$ cat src/rtl/multicycle_controller.sv
// ============================================================================
// Module   : multicycle_controller
// Brief    : Multi-cycle RV32I control FSM driving the shared ALU/memory/regfile
//            datapath. Optional JAL support is enabled by defining MC_JAL_EN.
// Revision : 1.0 - initial release
// ============================================================================
`default_nettype none

module multicycle_controller #(
    parameter int TIMEOUT_CYCLES = 255
) (
    input  logic       clk,
    input  logic       rst,
    input  logic [6:0] OpCode,
    input  logic       Zero,
    input  logic       MemReady,
    output logic       MemReq,
    output logic       MemWrite,
    output logic       AdrSrc,
    output logic       IRWrite,
    output logic       PCWrite,
    output logic       RegWrite,
    output logic [1:0] ResultSrc,
    output logic [1:0] ALUSrcA,
    output logic [1:0] ALUSrcB,
    output logic [1:0] ALUOp,
    output logic [1:0] ImmSrc,
    output logic       Fault,
    output logic [3:0] State
);

    localparam int CW = (TIMEOUT_CYCLES < 2) ? 1 : $clog2(TIMEOUT_CYCLES + 1);

    localparam logic [6:0] c_OP_LOAD  = 7'b0000011;
    localparam logic [6:0] c_OP_STORE = 7'b0100011;
    localparam logic [6:0] c_OP_R     = 7'b0110011;
    localparam logic [6:0] c_OP_I     = 7'b0010011;
    localparam logic [6:0] c_OP_BEQ   = 7'b1100011;
    localparam logic [6:0] c_OP_JAL   = 7'b1101111;

    typedef enum logic [3:0] {
        S_FETCH    = 4'd0,
        S_DECODE   = 4'd1,
        S_MEMADR   = 4'd2,
        S_MEMREAD  = 4'd3,
        S_MEMWB    = 4'd4,
        S_MEMWRITE = 4'd5,
        S_EXECR    = 4'd6,
        S_EXECI    = 4'd7,
        S_ALUWB    = 4'd8,
        S_BEQ      = 4'd9,
        S_JAL      = 4'd10,
        S_TRAP     = 4'd11
    } state_t;

    state_t          r_state;
    logic [CW-1:0]   r_wait_cnt;
    logic            w_timeout;

    // Final waiting cycle: this one would bring the count up to TIMEOUT_CYCLES.
    assign w_timeout = (r_wait_cnt == CW'(TIMEOUT_CYCLES - 1));

    always_ff @(posedge clk or posedge rst) begin
        if (rst) begin
            r_state    <= S_FETCH;
            r_wait_cnt <= '0;
        end else begin
            r_wait_cnt <= '0;
            case (r_state)
                S_FETCH, S_MEMREAD, S_MEMWRITE: begin
                    if (MemReady) begin
                        case (r_state)
                            S_FETCH:   r_state <= S_DECODE;
                            S_MEMREAD: r_state <= S_MEMWB;
                            default:   r_state <= S_FETCH;
                        endcase
                    end else if (w_timeout) begin
                        r_state <= S_TRAP;
                    end else begin
                        r_wait_cnt <= r_wait_cnt + 1'b1;
                    end
                end
                S_DECODE: begin
                    case (OpCode)
                        c_OP_LOAD, c_OP_STORE: r_state <= S_MEMADR;
                        c_OP_R:                r_state <= S_EXECR;
                        c_OP_I:                r_state <= S_EXECI;
                        c_OP_BEQ:              r_state <= S_BEQ;
`ifdef MC_JAL_EN
                        c_OP_JAL:              r_state <= S_JAL;
`endif
                        default:               r_state <= S_FETCH;
                    endcase
                end
                S_MEMADR:  r_state <= (OpCode == c_OP_STORE) ? S_MEMWRITE : S_MEMREAD;
                S_EXECR,
                S_EXECI:   r_state <= S_ALUWB;
`ifdef MC_JAL_EN
                S_JAL:     r_state <= S_ALUWB;
`endif
                S_TRAP:    r_state <= S_TRAP;
                default:   r_state <= S_FETCH;
            endcase
        end
    end

    // Moore decode; rst masks everything so nothing is driven during reset.
    always_comb begin
        MemReq    = 1'b0;
        MemWrite  = 1'b0;
        AdrSrc    = 1'b0;
        IRWrite   = 1'b0;
        PCWrite   = 1'b0;
        RegWrite  = 1'b0;
        ResultSrc = 2'b00;
        ALUSrcA   = 2'b00;
        ALUSrcB   = 2'b00;
        ALUOp     = 2'b00;
        ImmSrc    = 2'b00;
        Fault     = 1'b0;
        if (!rst) begin
            case (OpCode)
                c_OP_STORE: ImmSrc = 2'b01;
                c_OP_BEQ:   ImmSrc = 2'b10;
`ifdef MC_JAL_EN
                c_OP_JAL:   ImmSrc = 2'b11;
`endif
                default:    ImmSrc = 2'b00;
            endcase
            case (r_state)
                S_FETCH: begin
                    MemReq = 1'b1;
                    if (MemReady) begin
                        IRWrite   = 1'b1;
                        PCWrite   = 1'b1;
                        ALUSrcB   = 2'b10;
                        ResultSrc = 2'b10;
                    end
                end
                S_DECODE: begin
                    ALUSrcA = 2'b01;
                    ALUSrcB = 2'b01;
                end
                S_MEMADR: begin
                    ALUSrcA = 2'b10;
                    ALUSrcB = 2'b01;
                end
                S_MEMREAD: begin
                    MemReq = 1'b1;
                    AdrSrc = 1'b1;
                end
                S_MEMWB: begin
                    ResultSrc = 2'b01;
                    RegWrite  = 1'b1;
                end
                S_MEMWRITE: begin
                    MemReq   = 1'b1;
                    MemWrite = 1'b1;
                    AdrSrc   = 1'b1;
                end
                S_EXECR: begin
                    ALUSrcA = 2'b10;
                    ALUOp   = 2'b10;
                end
                S_EXECI: begin
                    ALUSrcA = 2'b10;
                    ALUSrcB = 2'b01;
                    ALUOp   = 2'b10;
                end
                S_ALUWB:  RegWrite = 1'b1;
                S_BEQ: begin
                    ALUSrcA = 2'b10;
                    ALUOp   = 2'b01;
                    PCWrite = Zero;
                end
`ifdef MC_JAL_EN
                S_JAL: begin
                    ALUSrcA = 2'b01;
                    ALUSrcB = 2'b10;
                    PCWrite = 1'b1;
                end
`endif
                S_TRAP:   Fault = 1'b1;
                default: ;
            endcase
        end
    end

    assign State = r_state;

endmodule

`default_nettype wire

$ cat config.mk
export PLATFORM = sky130hd
export DESIGN_NAME = multicycle_controller
export DESIGN_NICKNAME = d
export VERILOG_FILES = /design/src/rtl/multicycle_controller.sv
export SDC_FILE = /design/constraint.sdc
export NUM_CORES = 1
export LEC_CHECK = 0
export ABC_AREA = 1
export ABC_CLOCK_PERIOD_IN_PS = 3600
export CAP_MARGIN = 20
export CORE_ASPECT_RATIO = 1.2
export CORE_MARGIN = 10
export CORE_UTILIZATION = 48
export DETAILED_ROUTE_END_ITERATION = 12
export PLACE_DENSITY = 0.81
export SYNTH_ARGS = -nofsm -noshare
export SYNTH_HDL_FRONTEND = slang
export SYNTH_SLANG_ARGS = --single-unit
$ cat constraint.sdc
create_clock -name clk -period 3.6 [get_ports clk]
set_input_delay 0.54 -clock clk [delete_from_list [all_inputs] [get_ports clk]]
set_output_delay 0.54 -clock clk [all_outputs]
set_load 0.02 [all_outputs]
==> flow_metrics.env <==
export IMPL_outcome="finished, final reports clean"
export IMPL_post_cts_setup_buffers=0
export IMPL_tightest_slew_ns=0.376
export IMPL_endpoint_kind="primary output"
export IMPL_cts_clk_slew_worst_paths_ns=0.07
export IMPL_p_total_mw=0.722
export IMPL_max_freq_mhz=344
export IMPL_crit_path_max_fanout=12
export IMPL_crit_buf_inv=3
export IMPL_reg2reg_slack_ns=2.08
export IMPL_num_io_pins=32
export IMPL_core_sq_um=1830
export IMPL_hold_viol_final=0
export IMPL_maxCapViolations=0
export IMPL_cp_required_ns=3.06
export IMPL_grtUsageTotal_pct=13.1
export IMPL_synth_most_common_cell="nand2_1"
export IMPL_drtPass1Iterations=4
export IMPL_initial_core_util_pct=50.3
export IMPL_htree_levels=1
export IMPL_slowest_delay_ns=0.62
export IMPL_die_w_um=60.0
export IMPL_synth_edf_count=0
export IMPL_drv_slew=0
export IMPL_internal_power_mw=0.373
export IMPL_grt_ovfl_total=0
export IMPL_synthTopCellsByCount="31 x nand2_1, 27 x nor2_1, 20 x inv_1"
export IMPL_p_switching_mw=0.349
export IMPL_finalWorstSetupSlack_ns=0.697
export IMPL_fin_skew_ns=0.00479
export IMPL_layout_nets=184
export IMPL_r2r_start="State[1]$_DFFE_PP0P_"
export IMPL_pwr_share_seq_pct=28.5
export IMPL_finalCriticalPeriod_ns=2.90
export IMPL_cts_buffers=3
export IMPL_cts_buffer_depth=2
export IMPL_r2r_cells=9
export IMPL_dp_hpwl_mm=2.14
export IMPL_dp_slack_ns=0.670
export IMPL_slew_limit_headroom_pct=74.8
export IMPL_crit_arrival_ns=2.36
export IMPL_critical_path_class="input port to primary output"
export IMPL_cp_start_kind="input port"
export IMPL_crit_top_cell="clkdlybuf4s50_1"
export IMPL_cp_depth=5
export IMPL_peakVddDrop_uv=321
export IMPL_yosysTopAreaCell="dfrtp_1"
export IMPL_die_h_um=68.0
export IMPL_r2r_end="State[0]$_DFFE_PP0P_"
export IMPL_syn_nets=151
export IMPL_routabilityCongestion=0.893
export IMPL_crit_start="rst"
export IMPL_wirelength_mm=2.52
export IMPL_synthTopCellsByArea="dfrtp_1 33%, nand2_1 13%, nor2_1 11%"
export IMPL_ys_seq_area_share_pct=32.7
export IMPL_wl_per_cell_um=13.4
export IMPL_cp_top_family="buffers and inverters"
export IMPL_fp_dieArea_sq_um=4070
export IMPL_viasPerCell=5.17
export IMPL_numPortBuffers=31
export IMPL_grt_pass1_wl_mm=4.33
export IMPL_cts_hold_buf=0
export IMPL_fillers=162
export IMPL_hp_class="flip-flop to flip-flop"
export IMPL_rows=17
export IMPL_crit_slowest_cell="clkdlybuf4s50_1"
export IMPL_synth_avg_cell_area_sq_um=6.66
export IMPL_syn_to_final_growth_pct=36.3
export IMPL_clk_latency_ns=0.27
export IMPL_diodes=0
export IMPL_netlist_instances=138
export IMPL_pwr_density_cell_nw_per_um2=576
export IMPL_drc=0
export IMPL_fin_util_pct=68.5
export IMPL_path_cells="clkdlybuf4s50_1 -> inv_1 -> nand2_1 -> a21oi_1 -> clkdlybuf4s50_1"
export IMPL_rsz0062_at_grt="false"
export IMPL_cts_tree="yes"
export IMPL_power_frac_comb_pct=60.3
export IMPL_grt_max_degree=13
export IMPL_async_flop_share_pct=100
export IMPL_finalCritPeriodShare_pct=80.6
export IMPL_grt_pass1_vias=995
export IMPL_drive_above_1_share_pct=11.2
export IMPL_ys_types=29
export IMPL_post_cts_resized=0
export IMPL_first_iter_violations=34
export IMPL_totalNegativeSetupSlack_ns=0
export IMPL_ant_nets=0
export IMPL_switching_share_pct=48.3
export IMPL_synth_warnings=0
export IMPL_endpoint="RegWrite"
export IMPL_p_leak_nw=0.582
export IMPL_clock_sinks=12
export IMPL_synth_ff_type="dfrtp_1"
export IMPL_setup_violations=0
export IMPL_clkPwrFrac_pct=11.1
export IMPL_antenna_found_initial=0
export IMPL_syn_area_sq_um=920
export IMPL_vias=972
export IMPL_synth_seq_cells=12
export IMPL_yosysTopAreaCellShare_pct=32.7
export IMPL_cts_root_buffer="clkbuf_4"
-- layer usage --
| layer | routed length (um) | vias up | share of wire [%] | GRT usage (%) |
|---|---|---|---|---|
| met3 | 218 | 4 | 8.7 | 3.89 |
| met2 | 1370 | 30 | 54 | 25.4 |
| met1 | 895 | 446 | 36 | 12.8 |
| li1 | - | 492 | - | - |
| met4 | 31 | 0 | 1.2 | 3.65 |
| met5 | 0 | - | 0 | 0 |
-- power groups by stage --
| stage | clock network, mW | logic, mW | registers [mW] |
|---|---|---|---|
| floorplan | 0 | 0.273 | 0.217 |
| global placement | 0 | 0.427 | 0.203 |
| detailed placement | 0 | 0.437 | 0.207 |
| CTS | 0.0826 | 0.438 | 0.204 |
| global route | 0.0881 | 0.484 | 0.211 |
| finish | 0.0804 | 0.436 | 0.206 |
-- worst register-to-register path: stages (launching register included) --
cell and delay (ns):
dfrtp_1 0.48, nor2_1 0.23, nand2_1 0.11, nand3_2 0.10, nand2_2 0.06, inv_2 0.06, nand2_2 0.15, inv_1 0.14
nand2_1 0.06, nand2_1 0.07
-- worst min-delay path by stage --
stage / from / end / slack (ns) / cells after the start
6_report: r_wait_cnt[0]$_DFF_PP0_ / r_wait_cnt[0]$_DFF_PP0_ / 0.53 / 1
4_1_cts: r_wait_cnt[0]$_DFF_PP0_ / r_wait_cnt[0]$_DFF_PP0_ / 0.53 / 1
3_5_place_dp: r_wait_cnt[0]$_DFF_PP0_ / r_wait_cnt[0]$_DFF_PP0_ / 0.52 / 1
2_1_floorplan: rst / State[0]$_DFFE_PP0P_ / 0.43 / 1
3_3_place_gp: r_wait_cnt[0]$_DFF_PP0_ / r_wait_cnt[0]$_DFF_PP0_ / 0.50 / 1
5_1_grt: r_wait_cnt[0]$_DFF_PP0_ / r_wait_cnt[0]$_DFF_PP0_ / 0.57 / 1
-- flip-flops by register name, indices dropped and copies added (netlist names) --
| register | flops |
|---|---|
| r_wait_cnt | 8 |
| State | 4 |
-- per-stage QoR --
step           instance area (sq um)  hold slack [ns]  cells
6_report                        1250            0.534    188
5_1_grt                         1250            0.574    188
4_1_cts                         1250            0.532    188
3_5_place_dp                    1230            0.519    185
3_3_place_gp                    1230            0.503    185
2_1_floorplan                    920            0.429    138
-- cells in the final DEF (no fill, tap or decap), types with 2 or more instances in the layout --
cell | synthesis | routed
inv_2 | 3 | 3
o21ai_0 | 2 | 2
nor2_1 | 27 | 27
a21oi_1 | 7 | 7
ha_1 | 2 | 2
nand4_1 | 3 | 3
xnor2_1 | 2 | 2
nand2_1 | 31 | 31
nand3_1 | 7 | 7
clkdlybuf4s50_1 | 0 | 31
dfrtp_1 | 12 | 12
nand2_2 | 4 | 4
inv_1 | 20 | 20
clkbuf_4 | 0 | 3
-- layout make-up --
| cell class | instances | area, sq um | share of cell area [%] |
|---|---|---|---|
| multi-input combinational | 99 | 503 | 40.1 |
| timing repair buffer | 32 | 318 | 25.3 |
| sequential | 12 | 300 | 24.0 |
| inverter | 23 | 86.3 | 6.89 |
| tap | 19 | 23.8 | 1.90 |
| clock buffer | 3 | 22.5 | 1.80 |
-- kinds of logic after synthesis --
kind of cell	after synthesis	synth area share (%)
AO/OA/AOI/OAI	13	8.30
adder cells (fa/ha/maj)	2	2.72
XOR/XNOR	3	2.86
flip-flops	12	32.7
buffers and inverters	27	12.7
AND/OR/NAND/NOR	81	40.8
(Power assumes the default switching activity.)
